[src/rtl/tri_st_rot_mrg64.sv]
// -----------------------------------------------------------------------------
// tri_st_rot_mrg64
//
// Purpose
//   Mask/merge stage that sits directly after the 64-bit rotator in the
//   simple-FXU rotate path. It takes the rotated operand and builds the MB..ME
//   mask, which may wrap around. It then merges the rotated data with one of
//   three fill sources (zeros, insert data, or sign fill). The stage produces
//   the rldic*/rlw*/sld/srd/srad result, the CA bit and a zero flag.
//
//   The stage is a two-register pipeline with valid/ready flow control and a
//   flush:
//     stage A : captures the raw operation on accept
//     stage B : holds the merged result, CA and zero flag; it drives out_*
//   Latency from accept to out_val is 2 cycles when the pipe is not stalled.
//   Throughput is one operation per cycle.
//
// Bit numbering
//   The rotator uses big-endian numbering, where bit 0 is the MSB. The vectors
//   here are declared [63:0], so big-endian bit i is vector bit [63-i]. MB and
//   ME are big-endian indices.
//
// Parameters
//   TAG_W         width of the opaque tag (ITAG / thread id) carried with data
//
// Ports
//   clk           clock
//   rst           asynchronous active-high reset
//   flush         kills every in-flight op at the next edge
//   in_val        input op valid
//   in_rdy        stage can accept; transfer when in_val & in_rdy
//   in_rot        rotator output
//   in_mb, in_me  mask begin / end (big-endian bit index)
//   in_mask_zero  force an all-zero mask (shift amount out of range)
//   in_ins_sel    fill for unmasked bits: 00 zero, 01 insert data,
//                 10 sign fill, 11 zero
//   in_ins_data   insert operand (rlwimi/rldimi RA)
//   in_sign       source sign for algebraic shifts
//   in_ca_en      op writes CA
//   in_tag        op tag
//   out_val       result valid
//   out_rdy       consumer accepts; transfer when out_val & out_rdy
//   out_res       merged result
//   out_ca        carry (0 unless the op is CA-enabled)
//   out_zero      out_res == 0
//   out_tag       tag belonging to out_res
// -----------------------------------------------------------------------------
module tri_st_rot_mrg64 #(
  parameter int TAG_W = 4
) (
  input  logic             clk,
  input  logic             rst,
  input  logic             flush,

  input  logic             in_val,
  output logic             in_rdy,
  input  logic [63:0]      in_rot,
  input  logic [5:0]       in_mb,
  input  logic [5:0]       in_me,
  input  logic             in_mask_zero,
  input  logic [1:0]       in_ins_sel,
  input  logic [63:0]      in_ins_data,
  input  logic             in_sign,
  input  logic             in_ca_en,
  input  logic [TAG_W-1:0] in_tag,

  output logic             out_val,
  input  logic             out_rdy,
  output logic [63:0]      out_res,
  output logic             out_ca,
  output logic             out_zero,
  output logic [TAG_W-1:0] out_tag
);

  // Fill-select encodings
  localparam logic [1:0] SEL_ZERO = 2'b00;
  localparam logic [1:0] SEL_INS  = 2'b01;
  localparam logic [1:0] SEL_SIGN = 2'b10;

  // ---------------------------------------------------------------------------
  // Pipeline registers
  // ---------------------------------------------------------------------------
  logic             r_a_val;
  logic [63:0]      r_a_rot;
  logic [5:0]       r_a_mb;
  logic [5:0]       r_a_me;
  logic             r_a_mask_zero;
  logic [1:0]       r_a_ins_sel;
  logic [63:0]      r_a_ins_data;
  logic             r_a_sign;
  logic             r_a_ca_en;
  logic [TAG_W-1:0] r_a_tag;

  logic             r_b_val;
  logic [63:0]      r_b_res;
  logic             r_b_ca;
  logic             r_b_zero;
  logic [TAG_W-1:0] r_b_tag;

  // ---------------------------------------------------------------------------
  // Flow control
  //   A stage advances when it is empty or when B can take its contents.
  //   in_rdy does not depend on in_val or flush, so it stays a clean
  //   register-derived term.
  // ---------------------------------------------------------------------------
  logic w_b_adv;
  logic w_a_adv;
  logic w_a_load;
  logic w_b_load;

  assign w_b_adv  = ~r_b_val | out_rdy;
  assign w_a_adv  = ~r_a_val | w_b_adv;
  assign w_a_load = in_val & w_a_adv;
  assign w_b_load = r_a_val & w_b_adv;

  assign in_rdy   = w_a_adv;

  // ---------------------------------------------------------------------------
  // Mask generation from the A registers.
  //   The mask is wrapped when mb > me: it covers the bits at or after mb
  //   together with the bits at or before me. Otherwise the mask is the
  //   closed range mb..me. When mb == me, this range is a single bit.
  // ---------------------------------------------------------------------------
  logic        w_wrap;
  logic [63:0] w_mask;

  assign w_wrap = (r_a_mb > r_a_me);

  genvar gi;
  generate
    for (gi = 0; gi < 64; gi++) begin : g_mask
      localparam logic [5:0] IDX = 6'(gi);
      logic w_ge_mb;
      logic w_le_me;
      assign w_ge_mb = (IDX >= r_a_mb);
      assign w_le_me = (IDX <= r_a_me);
      // Big-endian bit gi is vector bit 63-gi.
      assign w_mask[63-gi] = ~r_a_mask_zero &
                             (w_wrap ? (w_ge_mb | w_le_me) : (w_ge_mb & w_le_me));
    end
  endgenerate

  // ---------------------------------------------------------------------------
  // Fill selection and merge
  // ---------------------------------------------------------------------------
  logic [63:0] w_fill;
  logic [63:0] w_res;
  logic        w_ca;
  logic        w_zero;

  always_comb begin
    w_fill = '0;
    case (r_a_ins_sel)
      SEL_ZERO: w_fill = '0;
      SEL_INS:  w_fill = r_a_ins_data;
      SEL_SIGN: w_fill = {64{r_a_sign}};
      default:  w_fill = '0;   // reserved encoding behaves as zero fill
    endcase
  end

  assign w_res  = (r_a_rot & w_mask) | (w_fill & ~w_mask);

  // CA is set when a negative source shifts out one-bits. The shifted-out bits
  // are the rotated bits that fall outside the mask.
  assign w_ca   = r_a_ca_en & r_a_sign & (|(r_a_rot & ~w_mask));

  // The zero flag is computed here, before the B register, so that it
  // arrives together with the result.
  assign w_zero = ~(|w_res);

  // ---------------------------------------------------------------------------
  // Valid bits.
  //   Flush clears both stages at the next edge. An op offered on in_val
  //   during the flush cycle is dropped because A is cleared, not loaded.
  // ---------------------------------------------------------------------------
  always_ff @(posedge clk or posedge rst) begin
    if (rst) begin
      r_a_val <= 1'b0;
      r_b_val <= 1'b0;
    end else if (flush) begin
      r_a_val <= 1'b0;
      r_b_val <= 1'b0;
    end else begin
      if (w_a_adv) r_a_val <= in_val;
      if (w_b_adv) r_b_val <= r_a_val;
    end
  end

  // ---------------------------------------------------------------------------
  // Stage A data: loads only on accept and holds while stalled.
  // Flush does not need to gate this load, because the valid bit is cleared.
  // ---------------------------------------------------------------------------
  always_ff @(posedge clk or posedge rst) begin
    if (rst) begin
      r_a_rot       <= '0;
      r_a_mb        <= '0;
      r_a_me        <= '0;
      r_a_mask_zero <= 1'b0;
      r_a_ins_sel   <= '0;
      r_a_ins_data  <= '0;
      r_a_sign      <= 1'b0;
      r_a_ca_en     <= 1'b0;
      r_a_tag       <= '0;
    end else if (w_a_load) begin
      r_a_rot       <= in_rot;
      r_a_mb        <= in_mb;
      r_a_me        <= in_me;
      r_a_mask_zero <= in_mask_zero;
      r_a_ins_sel   <= in_ins_sel;
      r_a_ins_data  <= in_ins_data;
      r_a_sign      <= in_sign;
      r_a_ca_en     <= in_ca_en;
      r_a_tag       <= in_tag;
    end
  end

  // ---------------------------------------------------------------------------
  // Stage B data: these registers drive the outputs directly. Reset clears
  // them, so every output reads 0 while reset is held.
  // ---------------------------------------------------------------------------
  always_ff @(posedge clk or posedge rst) begin
    if (rst) begin
      r_b_res  <= '0;
      r_b_ca   <= 1'b0;
      r_b_zero <= 1'b0;
      r_b_tag  <= '0;
    end else if (w_b_load) begin
      r_b_res  <= w_res;
      r_b_ca   <= w_ca;
      r_b_zero <= w_zero;
      r_b_tag  <= r_a_tag;
    end
  end

  assign out_val  = r_b_val;
  assign out_res  = r_b_res;
  assign out_ca   = r_b_ca;
  assign out_zero = r_b_zero;
  assign out_tag  = r_b_tag;

endmodule

[config.mk]
export PLATFORM = sky130hd
export DESIGN_NAME = tri_st_rot_mrg64
export DESIGN_NICKNAME = d
export VERILOG_FILES = /design/src/rtl/tri_st_rot_mrg64.sv
export SDC_FILE = /design/constraint.sdc
export NUM_CORES = 1
export LEC_CHECK = 0
export ABC_AREA = 0
export CAP_MARGIN = 20
export CORE_UTILIZATION = 46
export DETAILED_ROUTE_END_ITERATION = 10
export GPL_TIMING_DRIVEN = 0
export PLACE_DENSITY_LB_ADDON = 0.08
export SLEW_MARGIN = 20
export SYNTH_ARGS = -nofsm -noshare
export SYNTH_HDL_FRONTEND = slang
export SYNTH_SLANG_ARGS = --single-unit
[constraint.sdc]
create_clock -name clk -period 10.6 [get_ports clk]
set_input_delay 2.65 -clock clk [delete_from_list [all_inputs] [get_ports clk]]
set_output_delay 2.65 -clock clk [all_outputs]
set_load 0.02 [all_outputs]
==> results list <==
- Post-route non-filler standard cell count: 2038
- Clock transition at path regs: 0.06 ns
* Global-route wire length before repair: 86570 um
- The via count of the first global-routing pass is 12950.
- In this run the cell area of the synthesized design comes to 12890 um^2.
- Total routed wire length on the met1 layer: 24270 um
- Unrepaired setup endpoints after global routing: false
- Die height: 169.4 um
- The share of total power dissipated in sequential elements is 0.336.
- Final critical-path required period: 6.650 ns
- Launch point of the worst reg-to-reg path: r_a_me[2]
- Core area: 27250 um^2
- By startpoint and endpoint, the worst setup path is classified as in -> out.
* Number of remaining DRC errors: 0
- Fraction of the mapped netlist area in adder cells: 0.02214
- In this run the number of H-tree levels came out at 1.
- Post-Place Cells: 1994
- The clock reaches the later pin of the worst-skew pair after 0.53 ns.
* Status: finished, final reports clean
- Final clock period utilization by the worst path: 0.6273
- The worst hold path begins at r_a_tag[0].
- Synth top area cells: dfrtp_1 43%, mux2_2 13%, nand2_1 6.1%, a21oi_1 4.9%, o21ai_0 4.5%
- VDD IR max: 0.1495 mV
- Of the cells placed in the final design, the portion with a size suffix greater than 1 is 0.1627.
- Placement Setup Slack: 3.985 ns
* Count of cells resized by post-cts repair: 0
- Most frequent cells after synthesis: 221 x dfrtp_1, 210 x nand2_1, 149 x mux2_2, 127 x a21oi_1, 115 x o21ai_0
- Post-CTS setup-driven buffer insertion count: 0
- Per-cell via count in the routed design: 6.342
- Of the total synthesized cell area, the portion taken by XOR and XNOR cells is 0.
- The tool flagged a number of max-cap violations equal to 0.
* Routed wl met2: 26280 um
- Portion of netlist area occupied by mux cells: 0.1505
- During synthesis, Yosys emitted a total of 0 warnings.
- With fillers left out, the area of the finished cells amounts to 16540 um^2.
- Cell internal power was estimated by the tool at 1.991 mW.
- Ratio of total power to cell area: 193.3 nW/um^2
* DRC marker count from the first detailed-route iteration: 1595
- For this design the total switching power over the nets is 1.205 mW.
* Number of enable flip-flop cells after synthesis: 0
- Number of nets with antenna violations after detailed routing: 0
* Leak: 6.761 nW
- Summing over every cut layer, the via total after detailed routing is 12930.
* Critical path launch point type: input pin
- In the synthesized netlist the dominant register cell turns out to be dfrtp_1.
* Detailed-route wire length: 60930 um
* Worst min path class: reg -> reg
- Detailed-route wire length per cell: 29.90 um
- Async set or reset register ratio after synthesis: 1.000
* Antenna violations before repair: 3
* Sequential area share after synthesis: 0.4292
- Final critical-path setup slack: 3.951 ns
- Mean instance size in the synthesized netlist: 9.237 um^2
- Entering global routing, the biggest net connects 101 pins.
- Pin slew with the least headroom to its limit: 1.208 ns
- Across the routed clock network, the largest skew measured is 0.009543 ns.
- First-pass iteration count of the detailed router: 7
* Highest metal layer with signal wires: met4
- Static timing analysis puts the maximum clock frequency at 150.4 MHz.
- All-Layer GR Usage: 0.4258
* Total of endpoints with negative setup slack in the final report: 0
- Initial standard-cell utilization of the core: 0.4729
* Most instantiated library cell after synthesis: dfrtp_1
* Count of buffers from port buffering: 225
* Master cell of the clock root buffer: clkbuf_16
- Hold-fix buffers at CTS: 0
- Number of flip-flops and latches in the synthesized netlist: 221
- Number of clock sinks: 221
- The die is 169.4 um wide.
- From synthesis to final layout, the design area changed by 28.33%.
* Antenna cells: 0
- TritonCTS built the clock tree.
- Placed inst area: 15680 um^2
- The share of total power dissipated in the clock network is 0.289.
- Share of total power consumed by net switching: 0.3770
- The final count of hold timing violations came to 0.
* Fillcell total: 2273
* Main combinational cell family by area after synthesis: compound AO/OA/AOI/OAI gates
- Arr. time, crit path: 4.00 ns
- Number of I/O pins: 226
- Half-perimeter wire length after detailed placement: 46360 um
- The share of synthesized area in the top cell type comes to 0.4292.
- The die covers 28690 um^2.
- Kind of end point of the critical path: output port
* Sum of negative setup slack: 0 ns
- Max Root-Sink Buffers: 3
- Of all nets on the critical path, the largest fanout is 5.
- At the worst endpoint, the required time is 7.95 ns.
* Site Rows: 60
- Post-synthesis simple-gate area fraction: 0.1407
- Synthesis handed over a netlist of 1395 instances.
* Area fraction in compound gates after synthesis: 0.2088
- Headroom to the max-slew limit: 0.1943
- After the last flow step, the layout net total stands at 1810.
- Total nets after synthesis: 1557
- Unique masters post-synth: 77
- Combinational share of power: 0.375
- Count of final max-slew check failures: 0
* RD Place Congestion: 1.055
- Leftover overflow at the end of global routing: 0
- Timing startpoint of the critical path: out_rdy
- Total length of routed met3 wires: 5961 um
- Number of clock buffers inserted by TritonCTS: 24
- dfrtp_1 takes more of the synthesized area than any other cell.
[sequential cells by signal, indices dropped and copies added, names as in the netlist]
register / flops
out_ca: 1
out_res: 64
out_tag: 4
out_val: 1
out_zero: 1
r_a_ca_en: 1
r_a_ins_data: 64
r_a_ins_sel: 2
r_a_mask_zero: 1
r_a_mb: 6
r_a_me: 6
r_a_rot: 64
r_a_sign: 1
r_a_tag: 4
r_a_val: 1
[power by group through the flow]
stage | Sequential, mW | Clock (mW) | Combinational (mW)
floorplan | 1.13 | 0 | 0.566
global placement | 1.08 | 0 | 1.14
detailed placement | 1.08 | 0 | 1.15
CTS | 1.07 | 0.926 | 1.17
global route | 1.08 | 0.956 | 1.25
finish | 1.07 | 0.925 | 1.20
[cell usage in the layout, fill, tap and decap left out, drive strengths merged, types with 9 or more instances in the layout]
cell type      synthesis  routed
nor3                  14      14
clkbuf                52      86
mux2i                 25      25
clkdlybuf4s50          0     225
nand4                 15      15
inv                   29      29
maj3                  18      18
a21boi                 9       9
o21ai                128     128
or2                   16      16
nand2                210     210
dfrtp                221     221
o31ai                 11      11
mux2                 150     150
o21a                  14      14
o22ai                 10      10
a22o                  10      10
a21o                  25      25
a22oi                 12      12
nor2b                  9       9
a21oi                128     128
o2bb2ai               11      11
nand3                 17      17
nor2                  90      90
buf                   58      60
[metrics by stage]
stage | hold WS (ns) | total power [mW] | util
2_1_floorplan | 0.4331 | 1.692 | -
4_1_cts | 0.4767 | 3.159 | 0.6068
5_1_grt | 0.5017 | 3.284 | 0.6068
6_report | 0.4691 | 3.196 | 0.6068
3_3_place_gp | 0.4434 | 2.214 | 0.5726
3_5_place_dp | 0.4524 | 2.233 | 0.5752
[kinds of logic (layout without fill, tap and decap cells)]
family,Yosys count,in the layout
AOI/OAI and AO/OA,426,426
and+or+nand+nor,408,408
DFF,221,221
muxes,175,175
buffers and inverters,139,410
adders and majority gates,26,26
[worst max-delay path, cell delays in order]
cell and delay [ns]:
clkdlybuf4s50_1 0.40, nor2b_1 0.27, nand2_1 0.12, clkdlybuf4s50_1 0.55
[path summary, 6_finish.rpt]
check	to	slack, ns	cells after the start
setup / recovery	in_rdy	3.95	4
hold / removal	out_tag[0]	0.47	2
setup reg to reg	out_ca	5.63	15
hold reg to reg	out_tag[0]	0.47	2
max in group asynchronous	r_a_ins_data[29]	7.26	3
min in group asynchronous	out_res[10]	2.51	2
[routing by layer]
| metal | up-vias | global-route usage |
|---|---|---|
| li1 | 5520 | - |
| met4 | 0 | 0.2687 |
| met3 | 206 | 0.08302 |
| met5 | - | 0 |
| met1 | 6340 | 0.5569 |
| met2 | 859 | 0.6490 |
[area by class of cell]
type	instances	area (um^2)	area share
buffer	110	524.3	0.03170
inverter	29	116.4	0.007036
timing repair buffer	227	2307	0.1395
sequential	221	5530	0.3344
multi-input combinational	1035	6733	0.4071
clock buffer	34	679.4	0.04108
clock inverter	10	181.4	0.01097
tap	372	465.4	0.02815
Power figures use the tool's default switching activity.
==> variant (same flow settings) <==
`TAG_W`: 4 -> 6.
--- a/src/rtl/tri_st_rot_mrg64.sv
+++ b/src/rtl/tri_st_rot_mrg64.sv
@@ -48,3 +48,3 @@
 module tri_st_rot_mrg64 #(
-  parameter int TAG_W = 4
+  parameter int TAG_W = 6
 ) (
Interface: changed (resized in_tag and out_tag); port bits go from 226 to 230. No check against the original RTL was run, so the function may have changed too.
==> variant against the original RTL <==
  * Maximum frequency shrank 2.4%
  * Largest power group unchanged
  * Final area grew 2.3%
  * Worst hold slack improved by 0.0074 ns
  * Highest routed layer is now met5
  * Total power up 1.9%
  * Global-route usage increased by 3.6 points
  * Sequential cell count grew 4
  * Synthesized area grew 2.8%
  * Wire length up 12%
  * Setup slack got worse by 0.16 ns
==> variant: results (changes against the original RTL) <==
* Clock latency on the worst-skew pair at 0.58 ns (+0.05 ns)
* Dpl hpwl at 52000 um (+12%)
* Lkg Pwr at 0.00683 uW (+1.1%)
* TritonRoute pass-1 iters at 8 (+1)
* Top cells by area, synth: dfrtp_1 (42%), mux2_2 (13%), nand2_1 (6.7%)
* Nets at 1884 (+4.1%)
* Largest net degree at the start of global routing at 107 (+5.9%)
* Synth cell types at 75 (-2.6%)
* Clk slew on worst S/H paths at approximately 0.050 ns
* Layout cell share with drive strength beyond 1 at 14.4% (-1.8 points)
* GRT Util Overall at 46.1% (+3.6 points)
* Final WL at 68100 um (+12%)
* Min-delay src: out_res[63]
* First-pass GRT wire length at 94600 um (+9.2%)
* Vias in the first global route at 13700 (+6.0%)
* Placed cells at 2072 (+3.9%)
* Post-synthesis sequential area ratio at 42.5% (-0.42 points)
* Max-slew headroom at 17.2% (-2.3 points)
* Outcome: finished, final reports clean
* CP startpoint: out_rdy
* Fill cells at 2326 (+2.3%)
* Initial drt markers at 2019 (+27%)
* Syn_nets at 1627 (+4.5%)
* CTS resizes at 0 (unchanged)
* VDD IR max at 0.162 mV (+8.6%)
* Worst EP arrival at 4.16 ns (+0.16 ns)
* Post-synthesis cell count at 1463 (+4.9%)
* Drt wl/cell at 32.2 um (+7.6%)
* Pint at 1950 uW (-2.0%)
* Synth top cells by count: nand2_1 (237), dfrtp_1 (225), mux2_2 (156)
* Initial antenna violation count at 2 (-1)
* Port bufs at 229 (+1.8%)
* Worst Skew at 0.0535 ns (+0.0439 ns)
* RePlAce Congestion at 1.05 (-0.15%)
* DR vias/cell at 6.72 (+5.9%)
-- variant: cell types whose count changed in the layout (fill, tap and decap cells not counted), moves of 10 or more --
| cell | before | now |
|---|---|---|
| clkbuf_1 | 55 | 87 |
| nand2_1 | 210 | 237 |
| buf_2 | 28 | 16 |
| o21ai_0 | 114 | 125 |
| mux2i_1 | 25 | 15 |
-- variant: power groups by stage --
stage	Combinational [uW]	Sequential, uW	Clock (uW)
after CTS	1220	1080	882
after detailed placement	1210	1100	0
after floorplan	578	1140	0
after global routing	1310	1100	915
after global placement	1190	1090	0
final	1280	1090	888
-- variant: cell type report --
class / instances / area share, %
repair buffers: 231 / 13.9
clock inverters: 5 / 0.629
plain buffers: 118 / 2.98
diodes: 1 / 0.0148
flip-flops and latches: 225 / 33.3
inverters: 32 / 0.755
well taps: 378 / 2.80
multi-input cells: 1088 / 41.4
clock buffers: 39 / 4.24
-- variant: cells by family after synthesis --
family / share of synthesized area [%]
flops: 42.5
mux: 14.4
buf+inv: 4.67
simple gates: 14.6
fa+ha+maj: 1.90
compound gates: 22.0
-- variant: routing by layer --
layer / up-vias / track usage [%] / part of all wire (%)
li1: 5799 / - / -
met1: 6960 / 58.3 / 38
met2: 1146 / 69.9 / 43
met3: 310 / 13.4 / 12
met4: 2 / 27.3 / 7.4
met5: - / 0 / 0.019
-- variant: final timing paths --
path / endpoint / slack, ns / depth (start not counted)
max: in_rdy / 3.79 / 4
min: out_res[63] / 0.48 / 2
max reg2reg: out_zero / 4.13 / 16
min reg2reg: out_res[63] / 0.48 / 2
max in group asynchronous: out_res[21] / 6.95 / 4
min in group asynchronous: r_a_rot[4] / 2.39 / 2
-- variant: stage by stage --
| step | worst slack [ns] | area (sq um) |
|---|---|---|
| after CTS | 3.81 | 16900 |
| after detailed placement | 3.86 | 16100 |
| after global placement | -0.709 | 16000 |
| after global routing | 3.76 | 16900 |
| after floorplan | 1.79 | 13300 |
| final | 3.79 | 16900 |
-- variant: worst max-delay path, stage by stage --
cell             delay, ns
clkdlybuf4s50_1       0.43
nor2b_1               0.35
nand2_1               0.16
clkdlybuf4s50_1       0.57
